--- src/rtl/mem_ctrl_pkg.sv ---
// Shared types and defaults for the memory access controller.
// The VERIFY state exists only when MEM_CTRL_VERIFY_EN is defined.
package mem_ctrl_pkg;

  localparam int DEF_DATA_W = 8;
  localparam int DEF_ADDR_W = 4;

`ifdef MEM_CTRL_VERIFY_EN
  typedef enum logic [2:0] {
    IDLE,
    SETUP,
    WRITE,
    READ,
    VERIFY,
    DONE
  } state_t;
`else
  typedef enum logic [2:0] {
    IDLE,
    SETUP,
    WRITE,
    READ,
    DONE
  } state_t;
`endif

  // States in which the cell array is addressed and CS/D are driven.
  function automatic logic in_access(state_t s);
    logic hit;
    hit = (s == SETUP) || (s == WRITE) || (s == READ);
`ifdef MEM_CTRL_VERIFY_EN
    hit = hit || (s == VERIFY);
`endif
    return hit;
  endfunction

endpackage

--- src/rtl/mem_access_ctrl_addr_decoder.sv ---
// One-hot word select decoder for the cell array; all outputs low when disabled.
import mem_ctrl_pkg::*;

module addr_decoder #(
  parameter int ADDR_W = DEF_ADDR_W
) (
  input  logic [ADDR_W-1:0]      addr,
  input  logic                   en,
  output logic [2**ADDR_W-1:0]   onehot
);

  always_comb begin
    onehot = '0;
    if (en) begin
      onehot[addr] = 1'b1;
    end
  end

endmodule

--- src/rtl/mem_access_ctrl.sv ---
// Host-to-cell-array access sequencer: IDLE -> SETUP -> WRITE/READ -> DONE.
// Define MEM_CTRL_VERIFY_EN to add a read-back VERIFY step after each write (drives ERR).
import mem_ctrl_pkg::*;

module mem_access_ctrl #(
  parameter int DATA_W = DEF_DATA_W,
  parameter int ADDR_W = DEF_ADDR_W
) (
  input  logic                  CLK,
  input  logic                  RST,
  input  logic                  REQ,
  input  logic                  WE,
  input  logic [ADDR_W-1:0]     ADDR,
  input  logic [DATA_W-1:0]     WDATA,
  input  logic [DATA_W-1:0]     Q,
  output logic [2**ADDR_W-1:0]  CS,
  output logic                  W,
  output logic                  R,
  output logic [DATA_W-1:0]     D,
  output logic [DATA_W-1:0]     RDATA,
  output logic                  ACK,
  output logic                  BUSY,
  output logic                  ERR
);

  state_t              state;
  state_t              next_state;
  logic                we_l;
  logic [ADDR_W-1:0]   addr_l;
  logic [DATA_W-1:0]   wdata_l;
  logic                cs_en;
  logic                accept;

  assign accept = (state == IDLE) && REQ;

  always_ff @(posedge CLK) begin
    if (RST) begin
      state <= IDLE;
    end else begin
      state <= next_state;
    end
  end

  // Request fields are captured only on acceptance so a busy host cannot disturb an access.
  always_ff @(posedge CLK) begin
    if (RST) begin
      we_l    <= 1'b0;
      addr_l  <= '0;
      wdata_l <= '0;
    end else if (accept) begin
      we_l    <= WE;
      addr_l  <= ADDR;
      wdata_l <= WDATA;
    end
  end

  always_ff @(posedge CLK) begin
    if (RST) begin
      RDATA <= '0;
    end else if (state == READ) begin
      RDATA <= Q;
    end
  end

`ifdef MEM_CTRL_VERIFY_EN
  always_ff @(posedge CLK) begin
    if (RST) begin
      ERR <= 1'b0;
    end else if (accept) begin
      ERR <= 1'b0;
    end else if (state == VERIFY) begin
      ERR <= (Q != wdata_l);
    end
  end
`else
  assign ERR = 1'b0;
`endif

  always_comb begin
    next_state = state;
    W          = 1'b0;
    R          = 1'b0;
    D          = '0;
    ACK        = 1'b0;
    BUSY       = (state != IDLE);
    cs_en      = in_access(state);
    case (state)
      IDLE: begin
        if (REQ) begin
          next_state = SETUP;
        end
      end
      SETUP: begin
        D          = wdata_l;
        next_state = we_l ? WRITE : READ;
      end
      WRITE: begin
        D = wdata_l;
        W = 1'b1;
`ifdef MEM_CTRL_VERIFY_EN
        next_state = VERIFY;
`else
        next_state = DONE;
`endif
      end
      READ: begin
        D          = wdata_l;
        R          = 1'b1;
        next_state = DONE;
      end
`ifdef MEM_CTRL_VERIFY_EN
      VERIFY: begin
        D          = wdata_l;
        R          = 1'b1;
        next_state = DONE;
      end
`endif
      DONE: begin
        ACK        = 1'b1;
        next_state = IDLE;
      end
      default: begin
        next_state = IDLE;
      end
    endcase
  end

  addr_decoder #(
    .ADDR_W (ADDR_W)
  ) u_addr_decoder (
    .addr   (addr_l),
    .en     (cs_en),
    .onehot (CS)
  );

endmodule

--- config.mk ---
export PLATFORM = sky130hd
export DESIGN_NAME = mem_access_ctrl
export DESIGN_NICKNAME = d
export VERILOG_FILES = /design/src/rtl/mem_ctrl_pkg.sv /design/src/rtl/mem_access_ctrl_addr_decoder.sv /design/src/rtl/mem_access_ctrl.sv
export SDC_FILE = /design/constraint.sdc
export NUM_CORES = 1
export LEC_CHECK = 0
export CORE_MARGIN = 1.5
export CORE_UTILIZATION = 41
export CTS_BUF_LIST = sky130_fd_sc_hd__clkbuf_16
export CTS_CLUSTER_DIAMETER = 200
export CTS_CLUSTER_SIZE = 40
export DETAILED_ROUTE_END_ITERATION = 6
export GPL_ROUTABILITY_DRIVEN = 0
export PLACE_DENSITY = 0.8
export SYNTH_ARGS = -nofsm -noshare
export SYNTH_HDL_FRONTEND = slang
export SYNTH_SLANG_ARGS = --single-unit
--- constraint.sdc ---
create_clock -name CLK -period 1.46 [get_ports CLK]
set_input_delay 0.219 -clock CLK [delete_from_list [all_inputs] [get_ports CLK]]
set_output_delay 0.219 -clock CLK [all_outputs]
set_load 0.05 [all_outputs]
==> impl_metrics.ini <==
[timing]
clock.fmax_mhz = 608
worst_slack_ns = -0.184
setup_viol = 26
clock_skew_ns = 0.00211
hold_viol = 0
period_share_pct = 113
finalMaxSlewViolations = 0
rsz0062_at_grt = true
period_needed_ns = 1.64
holdWs_ns = 0.490

[global_route]
grt-ovfl-total = 0
grt_pass1_vias = 1409
grt_pass1_wl_um = 6620
track_usage_pct = 25.3
antenna_found_initial = 0
grt_max_degree = 17

[critical_path]
worstSetupPathType = reg -> out
critical_path_depth = 3
cp-endpoint = CS[0]
reg2reg_slack_ns = -0.09
worst_setup_path_end_kind = output port
worstPathCellList = or4_4 > nor2_4 > buf_8
path_delay_family = simple AND/OR/NAND/NOR gates
critical-path-max-stage-delay_ns = 0.55
worst_ep_arrival_time_ns = 1.42
critical_path.reg2reg.startpoint = state[1]
cp_data_required_time_ns = 1.24
crit_buf_inv = 1
startpoint_type = register
r2r_end = wdata_l[6]
startpoint = addr_l[0]
critPathMaxFanout = 3
crit_path_top_delay_cell = or4_4
ff2ff_path_depth = 6

[place]
postPlaceCellArea_um2 = 2340
dpl.hpwl_um = 2570
port_buffers = 59
pre_cts_ws_ns = 0.0399
post-place-cells = 250

[yosys]
yosys_warnings = 0
yosys-top-cells-area = dfxtp_1 37%, nand2b_1 23%, mux2i_1 16%
syn-instance-count = 143
yosysUniqueCellTypes = 23
seq_area_frac_synth_pct = 36.8
syn_nets = 167
synth_area_per_cell_um2 = 9.13
ys_seq_elements = 24
synth.cell_area_um2 = 1310
yosysTopAreaCell = dfxtp_1
synth_top_area_share_pct = 36.8

[cells_and_area]
final_cell_mix = 43 x nand2b_1, 28 x buf_4, 23 x clkdlybuf4s50_1, 20 x mux2i_1, 20 x buf_6
diodes = 0
syn_to_final_growth_pct = 109
layout-drive-gt1-share_pct = 50.4
instances_no_fill = 270
finalNetCount = 251
design_area_um2 = 2740
final_common_cell = nand2b_1

[cts]
numClockSinks = 24
clk_latency_ns = 0.26
cts-root-buf = clkbuf_16
htreeDepth = 1
cts.clk_slew.worst_paths_ns = 0.06
clock_path_buffers = 2
cts_tree = yes
cts_buffers = 3

[drt]
via_count = 1406
drcViolationCount = 0
via_per_inst = 5.21
dr.pass1.iters = 4
drtIter0Drc = 108
avgRoutedWirePerCell_um = 19.9
wl_um = 5370
postRouteAntennaNets = 0

[floorplanning]
rows = 20
pin_count = 61
die_h_um = 59.4
die_x_um = 59.4
die_area_um2 = 3530
core_area_um2 = 3030
start_util_pct = 43.1

[power]
p_per_area_nw_per_um2 = 906
p_sw_w = 0.000860
seqPwrFrac_pct = 31.3
p_leak_nw = 1.15
combPwrFrac_pct = 44.3
clkPwrFrac_pct = 24.4
swShare_pct = 34.7
irDropWorstVdd_uv = 697
internal_power_w = 0.00162

[job]
drv_cap = 0

[worst_hold_path]
hp-class = reg -> reg

[run_status]
status = finished, violations left
violations = setup timing
==> worst min-delay path by stage <==
stage | startpoint | end | depth (start not counted)
after floorplan | ADDR[3] | addr_l[3] | 2
after CTS | wdata_l[7] | wdata_l[7] | 2
after global placement | wdata_l[2] | wdata_l[2] | 2
final | wdata_l[7] | wdata_l[7] | 2
after global routing | state[2] | state[1] | 1
after detailed placement | wdata_l[7] | wdata_l[7] | 2
==> through the flow <==
step	total power [W]	utilization [%]	TNS [ns]
finish	0.00248	90.4	-2.44
global route	0.00254	90.4	-3.35
CTS	0.00229	84.7	-1.56
detailed placement	0.00161	77.1	0
global placement	0.00159	77.1	0
floorplan	0.00134	-	-0.143
==> power groups by stage <==
stage                     logic, W  clock network, W  registers [W]
after floorplan           0.000546                 0       0.000794
after global routing       0.00113          0.000625       0.000778
after CTS                 0.000922          0.000603       0.000767
after global placement    0.000824                 0       0.000768
after detailed placement  0.000841                 0       0.000774
final                      0.00110          0.000606       0.000775
==> cell usage after synthesis <==
cell / n
o21ba_2: 1
or3_1: 1
nor4b_4: 1
and3b_1: 1
nor3b_1: 1
mux2i_1: 21
buf_2: 2
clkbuf_1: 5
buf_6: 3
nor3_1: 9
nor4_1: 6
and2_1: 8
o21bai_1: 1
inv_1: 2
dfxtp_1: 24
nor4b_1: 1
buf_4: 1
conb_1: 1
a22o_1: 1
or4_1: 1
nand2b_1: 47
nand2_1: 2
nor2_1: 3
==> state kept, by name, indices dropped and copies added, names as in the netlist <==
register	count
we_l	1
RDATA	8
wdata_l	8
addr_l	4
state	3
==> cells by family after synthesis <==
logic type	count (synthesis)	synth area share (%)
and+or+nand+nor	81	38.9
other	1	0.287
AOI/OAI and AO/OA	3	2.01
muxes	21	16.1
DFF	24	36.8
buffers and inverters	13	5.94
==> tightest hold or removal path: stages, from the launching register on <==
cell      delay (ns)
dfxtp_1         0.31
nand2b_1        0.07
mux2i_1         0.06
==> layout make-up <==
class / instances / area [um^2]
Multi-Input combinational cell: 106 / 1040
Inverter: 2 / 7.51
Clock buffer: 3 / 75.1
Clock inverter: 1 / 3.75
Timing Repair Buffer: 90 / 1050
Sequential cell: 24 / 507
Fill cell: 121 / 292
Tap cell: 44 / 55.1
==> per-layer routing <==
metal,vias up,global-route usage (%),routed length [um]
met1,682,26.6,2030
met2,70,47.1,2970
met3,13,6.55,279
met4,0,10.1,99
li1,641,-,-
met5,-,0,0
==> what timing repair did <==
item,4_1_cts,5_1_grt
gates resized for setup,33,12
cloned,0,2
hold buffers,0,0
endpoints found under the setup margin,26,37
hold endpoints to repair,0,0
buffers inserted,4,10
pin swaps,8,6
Note: power is estimated with default switching activity, not from simulation.
